File: config.mk
export PLATFORM = sky130hd
export DESIGN_NAME = triangular_decomposer_flat
export DESIGN_NICKNAME = d
export VERILOG_FILES = /design/src/rtl/triangular_decomposer_if.sv /design/src/rtl/triangular_decomposer.sv /design/src/flat_wrapper.sv
export SDC_FILE = /design/constraint.sdc
export NUM_CORES = 1
export LEC_CHECK = 0
export BUFFER_PORTS_ARGS = -buffer_cell sky130_fd_sc_hd__buf_4
export CORE_UTILIZATION = 51
export CTS_BUF_LIST = sky130_fd_sc_hd__clkbuf_8
export CTS_CLUSTER_DIAMETER = 30
export DETAILED_ROUTE_END_ITERATION = 16
export GPL_TIMING_DRIVEN = 0
export PLACE_DENSITY = 0.8
export SETUP_SLACK_MARGIN = 0.15
export SYNTH_ARGS = -nofsm -noshare
export SYNTH_HDL_FRONTEND = slang
export SYNTH_SLANG_ARGS = --single-unit
File: constraint.sdc
create_clock -name clk -period 2.4 [get_ports clk]
set_clock_uncertainty 0.2 [all_clocks]
set_input_delay 0.12 -clock clk [delete_from_list [all_inputs] [get_ports clk]]
set_output_delay 0.12 -clock clk [all_outputs]
set_load 0.03 [all_outputs]
File: src/rtl/triangular_decomposer_if.sv
// Request/result bundle for the triangular decomposer.
// The requester owns start/sum_in; the decomposer owns status and results.
interface triangular_decomposer_if #(
   parameter int SUM_W = 7,
   parameter int N_W   = 4
);
   logic             start;
   logic [SUM_W-1:0] sum_in;
   logic             busy;
   logic             done;
   logic [N_W-1:0]   n_out;
   logic [SUM_W-1:0] rem_out;
   logic             exact;

   modport master (
      output start, sum_in,
      input  busy, done, n_out, rem_out, exact
   );

   modport slave (
      input  start, sum_in,
      output busy, done, n_out, rem_out, exact
   );
endinterface

File: src/rtl/triangular_decomposer.sv
// Recovers the largest n with n(n+1)/2 <= S by subtracting 1, 2, 3, ...
// one term per clock; reports n, the remainder and whether S was triangular.
module triangular_decomposer #(
   parameter int SUM_W = 7,
   parameter int N_W   = 4
) (
   input  logic                  clk,
   input  logic                  rst_n,
   triangular_decomposer_if.slave bus
);

   localparam int CMP_W = (SUM_W > N_W + 1) ? SUM_W : N_W + 1;
   localparam logic [N_W:0] MAX_K = (N_W + 1)'((2 ** N_W) - 1);

   typedef enum logic [1:0] {
      IDLE = 2'd0,
      RUN  = 2'd1,
      DONE = 2'd2
   } state_t;

   state_t           state_reg;
   logic [SUM_W-1:0] acc_reg;
   logic [N_W:0]     k_reg;      // one bit wider so it can reach 2^N_W without wrapping
   logic [N_W-1:0]   n_reg;
   logic             exact_reg;
   logic             busy_reg;
   logic             done_reg;

   logic [CMP_W-1:0] acc_ext;
   logic [CMP_W-1:0] k_ext;
   logic [SUM_W-1:0] sub_val;
   logic             can_sub;

   always_comb begin
      acc_ext = CMP_W'(acc_reg);
      k_ext   = CMP_W'(k_reg);
      sub_val = acc_reg - SUM_W'(k_reg);
      can_sub = (acc_ext >= k_ext) && (k_reg <= MAX_K);
   end

   // n and the remainder are shown live while running, so they hold the
   // final result as soon as the failing compare is reached.
   always_ff @(posedge clk) begin
      if (!rst_n) begin
         state_reg <= IDLE;
         acc_reg   <= '0;
         k_reg     <= (N_W + 1)'(1);
         n_reg     <= '0;
         exact_reg <= 1'b0;
         busy_reg  <= 1'b0;
         done_reg  <= 1'b0;
      end else begin
         case (state_reg)
            IDLE: begin
               if (bus.start) begin
                  acc_reg   <= bus.sum_in;
                  k_reg     <= (N_W + 1)'(1);
                  n_reg     <= '0;
                  exact_reg <= 1'b0;
                  busy_reg  <= 1'b1;
                  state_reg <= RUN;
               end
            end
            RUN: begin
               if (can_sub) begin
                  acc_reg <= sub_val;
                  n_reg   <= k_reg[N_W-1:0];
                  k_reg   <= k_reg + (N_W + 1)'(1);
               end else begin
                  exact_reg <= (acc_reg == '0);
                  done_reg  <= 1'b1;
                  busy_reg  <= 1'b0;
                  state_reg <= DONE;
               end
            end
            DONE: begin
               done_reg  <= 1'b0;
               state_reg <= IDLE;
            end
            default: begin
               state_reg <= IDLE;
            end
         endcase
      end
   end

   assign bus.busy    = busy_reg;
   assign bus.done    = done_reg;
   assign bus.n_out   = n_reg;
   assign bus.rem_out = acc_reg;
   assign bus.exact   = exact_reg;

endmodule
File: src/flat_wrapper.sv
// flat-port wrapper written by rule: the top's interface ports become plain ports
module triangular_decomposer_flat 
#(
   parameter int SUM_W = 7,
   parameter int N_W   = 4
)
  (clk, rst_n, bus_start, bus_sum_in, bus_busy, bus_done, bus_n_out, bus_rem_out, bus_exact);
  triangular_decomposer_if #(.SUM_W(SUM_W), .N_W(N_W)) bus_i ();
  input  logic clk;
  input  logic rst_n;
  input wire logic [$bits(bus_i.start)-1:0] bus_start;
  input wire logic [$bits(bus_i.sum_in)-1:0] bus_sum_in;
  output wire logic [$bits(bus_i.busy)-1:0] bus_busy;
  output wire logic [$bits(bus_i.done)-1:0] bus_done;
  output wire logic [$bits(bus_i.n_out)-1:0] bus_n_out;
  output wire logic [$bits(bus_i.rem_out)-1:0] bus_rem_out;
  output wire logic [$bits(bus_i.exact)-1:0] bus_exact;
  assign bus_i.start = bus_start;
  assign bus_i.sum_in = bus_sum_in;
  assign bus_busy = bus_i.busy;
  assign bus_done = bus_i.done;
  assign bus_n_out = bus_i.n_out;
  assign bus_rem_out = bus_i.rem_out;
  assign bus_exact = bus_i.exact;
  triangular_decomposer #(.SUM_W(SUM_W), .N_W(N_W)) u_core (.clk(clk), .rst_n(rst_n), .bus(bus_i));
endmodule
Word-level counts from Yosys, hierarchy flattened
Cells that the tools add are included.
{"block": "totals", "out_inout_bits": 14, "in_bits": 10, "regBits": 21, "elab_cells": 45}
{"block": "op_classes", "n_reduce_logical": 9, "muxes": 20, "add_sub_neg": 2, "n_eq_ne": 5, "magnitude_cmp": 2}
{"op": "$mux 7", "n": 2}
{"op": "$pmux 7 s2", "n": 1}
{"op": "$mux 5", "n": 2}
{"op": "$pmux 5 s2", "n": 1}
{"op": "$mux 4", "n": 2}
{"op": "$pmux 4 s2", "n": 1}
{"op": "$ge 7x5->1", "n": 1}
{"op": "$logic_not 7->1", "n": 1}
{"op": "$sub 7x5->7", "n": 1}
{"op": "$pmux 1 s2", "n": 3}
{"op": "$reduce_and 3->1", "n": 2}
{"op": "$add 5x1->5 const B", "n": 1}
{"op": "$le 5x4->1 const B", "n": 1}
{"op": "$mux 1", "n": 5}
{"op": "$mux 2", "n": 2}
{"op": "$ne 2x2->1 const B", "n": 2}
{"op": "$pmux 2 s2", "n": 1}
{"op": "$reduce_and 2->1", "n": 2}
{"op": "$reduce_bool 2->1", "n": 2}
{"op": "$eq 2x1->1 const B", "n": 1}
{"op": "$eq 2x2->1 const B", "n": 1}
{"op": "$logic_not 2->1", "n": 1}
{"op": "$ne 2x1->1 const B", "n": 1}
{"op": "$logic_and 1x1->1", "n": 1}

Longest topological paths before layout
{"block": "logic_depth", "word_depth": 4, "depth_mapped": 9, "ltp_nobuf": 9}

Least setup slack after synthesis
No wires, ideal clock.
{"block": "synth_path", "path_kind": "flip-flop to flip-flop", "startpoint": "register u_core.acc_reg[0], in the netlist u_core.bus.rem_out[0]", "endpoint": "register u_core.acc_reg[6], in the netlist u_core.bus.rem_out[6]", "period_less_slack_ps": 2669, "t_arrival_ps": 2353, "path_stages_with_launch": 10, "setup_ps": 115, "setup_slack_ps": -269, "required_time_ps": 2085, "path_buffers": 0, "path_cell_list": "dfxtp_1 > inv_1 > ha_1 > fa_1 > and2b_1 > o31ai_2 > a31oi_1 > nand3_1 > or4_1 > and3_1"}
{"block": "synth_via", "elab_chain_cells": 4, "word_cells_on_any_way": 7, "classes_between": "1 x add/sub; 1 x order compare; 1 x eq/ne; 2 x mux; 2 x reduce/logical"}
{"element": "start, declared", "line": "triangular_decomposer.sv:22", "text": "logic [SUM_W-1:0] acc_reg;"}
{"element": "start signal, assigned", "line": "triangular_decomposer.sv:56", "text": "acc_reg <= bus.sum_in;"}
{"element": "start signal, assigned", "line": "triangular_decomposer.sv:66", "text": "acc_reg <= sub_val;"}
{"element": "$ge 7x5->1", "line": "triangular_decomposer.sv:38", "text": "can_sub = (acc_ext >= k_ext) && (k_reg <= MAX_K);"}
{"element": "$logic_and 1x1->1", "line": "triangular_decomposer.sv:38"}
{"element": "$ne 2x1->1 (no source line)"}
{"element": "$reduce_and 3->1 (no source line)"}
Parallel ways exist; a longest one is shown, timed or not. The select of a mux whose other input is x is not followed.
A chain may end at the register's enable or synchronous reset.

Final worst setup path
Ends and elaborated chain as after synthesis.

==> metrics.txt <==
all-layer global routing usage=0.303; Register Area=433 µm²; MaxCap Viol Count=0; Rows=18; Post-DRT Antenna Nets=0; Synth Register Bits=21; fill cell count=192; number of synthesized flops with an enable pin=0; Yosys top cell area share=0.318; half-perimeter wire length after placement=2.64 mm; syn_nets=184; crit path DAT=2410 ps; grt total ovfl=0; RR Startpoint=u_core.bus.rem_out[0]$_SDFFE_PN0P_; Slew @ Worst Pin=520 ps; grt met1 use=0.346; CP max stage delay=400 ps; Root Buffer=clkbuf_8; Worst Setup SP=u_core.bus.rem_out[0]$_SDFFE_PN0P_; Fmax achieved=0.409 GHz; FF-to-FF setup slack=-50 ps; mux share of post-synthesis cell area=0; First DRT Iteration DRCs=between 60 and 70; CP max FO=4; Syn Area/Cell=~8.1 µm²; Inserted Diodes=0; # port buffers=22; setup violators final=1; placed cell area=1550 µm²; worst skew pair latency=between 200 and 300 ps; startpoint types=flip-flop; WS Path Type=flip-flop to flip-flop; post-synthesis simple-gate area fraction=0.211; leading register cell type out of synthesis=dfxtp_1; R2R depth=9; failing checks=negative setup slack; CP required=2360 ps; DIE AREA=~2800 µm²; synth unique cells=52; XOR/XNOR Fraction of Synth Area=0.00663; CP Depth=9; ys async rst share=0; combinational family with the most area after synthesis=compound AO/OA/AOI/OAI gates; CTS sink cnt=21; terminus of the critical flop-to-flop path=u_core.bus.rem_out[6]$_SDFFE_PN0P_; fin. max-slew vios=0; Final Net Count=around 220; slowest library cell on the worst path=or4_1; die width=52.9 µm; area leader, netlist=dfxtp_1; RSZ-0062 raised after global routing=true; period utilization=1.02; post-layout min period=around 2400 ps; status=finished, violations left; drt first pass iters=4; DR WL/cell=17.3 µm; commonest cells after routing, fill and taps aside=buf_4 (26), nand2_1 (24), dfxtp_1 (15); io pins=24; Worst Setup End Kind=flip-flop; Synth Instances=163; post-route setup slack=-45.5 ps; cts bufs inserted=3; Max-slew headroom=0.651; CP delay by family, top=simple AND/OR/NAND/NOR gates; Buf/Inv on CP=1; first-pass GRT wire length=6.08 mm; area share of fa/ha/maj cells after synthesis=0.110; starting density of the core=0.538; Synth Area in Compound Gates=0.304; Multi-input gate area=920 µm²; met3 Use GR=0.0402; GR Util met2=0.544; post-synthesis cell area=1320 µm²; DR DRC count=0; post-synthesis sequential area ratio=0.318; CP Capture Point=u_core.bus.rem_out[6]$_SDFFE_PN0P_; core footprint=between 2000 and 2500 µm²; maximum VDD drop=0.952 mV; CTS tree=done; most common cell after layout, fill and taps aside=buf_4; vias after detailed routing=1,429; worst hold path class=input port to flip-flop; area delta synth->final=30.6%; initial antenna violation count=0; CTS H-Tree Depth=1; final hold violations=0; fin area=approximately 1700 µm²; Vias/cell=6.35; yosys warns=0; Layout Utilization=0.703; share of cells above drive strength 1=0.297; PD cells=1540 nW/µm²; CTS clk-pin slew, worst paths=80 ps; worst path cell trace=inv_4, ha_4, fa_2, and2b_2, o31ai_4, a31oi_1, nand3_1, or4_1, and3_1; top post-synthesis cells by area=dfxtp_1 (32%), ha_1 (9.5%), nand2_1 (6.8%); Largest register FFs=7; routability cong.=0.957; die height=52.9 µm; WL final=3.90 mm; largest net degree at the start of global routing=12; vias in the first global route=between 1,000 and 1,500; GRT busiest layer=met2; deepest clock path buffer count=2; P_leak=0.000687 µW
==> what timing repair did <==
action | CTS | global route
resized for setup | 9 | 8
setup endpoints to repair | 14 | 14
setup buffers | 1 | 3
pin swaps | 1 | 1
hold buffers | 2 | 0
hold endpoints to repair | 2 | 0
==> worst min path at each step <==
stage	cells past startpoint	from	end	slack (ps)
5_1_grt	3	bus_sum_in[2]	u_core.bus.rem_out[2]$_SDFFE_PN0P_	70
2_1_floorplan	2	bus_sum_in[3]	u_core.bus.rem_out[3]$_SDFFE_PN0P_	110
3_3_place_gp	4	bus_sum_in[5]	u_core.bus.rem_out[5]$_SDFFE_PN0P_	220
6_report	3	bus_start	u_core.state_reg[0]$_SDFFE_PN0P_	50
4_1_cts	3	bus_sum_in[2]	u_core.bus.rem_out[2]$_SDFFE_PN0P_	40
3_5_place_dp	4	bus_sum_in[5]	u_core.bus.rem_out[5]$_SDFFE_PN0P_	240
==> tightest hold or removal path: cells and delay by family <==
family / cells / cell delay (ps)
AO/OA/AOI/OAI: 2 / 200
buffers and inverters: 1 / 140
==> layer usage <==
metal	vias to the layer above	routed length (µm)
met4	0	123
met2	73	2000
met3	16	234
met1	672	1550
met5	-	0
li1	668	-
==> power by group <==
part	switching, µW	internal (µW)
clock	120	114
combinational	1060	753
sequential	142	464
total	1320	1330
==> stage by stage <==
stage | setup TNS, ps | worst slack (ps) | hold slack, ps | instances | power [µW]
global placement | -6.75 | -6.75 | 220 | 215 | 2050
detailed placement | -25.4 | -25.4 | 236 | 215 | 2090
global route | -123 | -123 | 66.0 | 225 | 2830
floorplan | 0 | 77.3 | 114 | 163 | 1690
finish | -45.5 | -45.5 | 48.1 | 225 | 2650
CTS | 0 | 29.0 | 43.7 | 222 | 2430
==> cell families (layout without fill, tap and decap cells) <==
logic type	count (synthesis)	count (layout)
AOI/OAI and AO/OA	57	57
and+or+nand+nor	56	56
DFF	21	21
buffers and inverters	17	49
adders and majority gates	11	11
xor gates and xnor gates	1	1
==> cell type report <==
class	count	share of cell area
multi-input combinational	125	0.533
buffer	5	0.0160
tap	30	0.0218
inverter	12	0.0276
sequential	21	0.251
clock buffer	3	0.0239
clock inverter	1	0.00218
timing repair buffer	28	0.125
==> cells in the mapped netlist (2+ instances only) <==
| cell | number |
|---|---|
| a21oi_1 | 12 |
| nor2b_1 | 3 |
| a211oi_1 | 2 |
| nand3_1 | 6 |
| nor3_1 | 2 |
| o2bb2ai_1 | 2 |
| nand2b_1 | 2 |
| buf_2 | 2 |
| nor2_1 | 5 |
| dfxtp_1 | 21 |
| ha_1 | 10 |
| inv_1 | 10 |
| o21ai_0 | 10 |
| clkbuf_1 | 3 |
| nand2_1 | 24 |
| o21a_1 | 2 |
| a31oi_1 | 2 |
| o22ai_1 | 4 |
| a21o_2 | 2 |
| nor4_1 | 3 |
| and3_1 | 2 |
| o32ai_1 | 2 |
| o21ai_1 | 2 |
| o2111ai_1 | 2 |
Note: power is estimated with default switching activity, not from simulation.
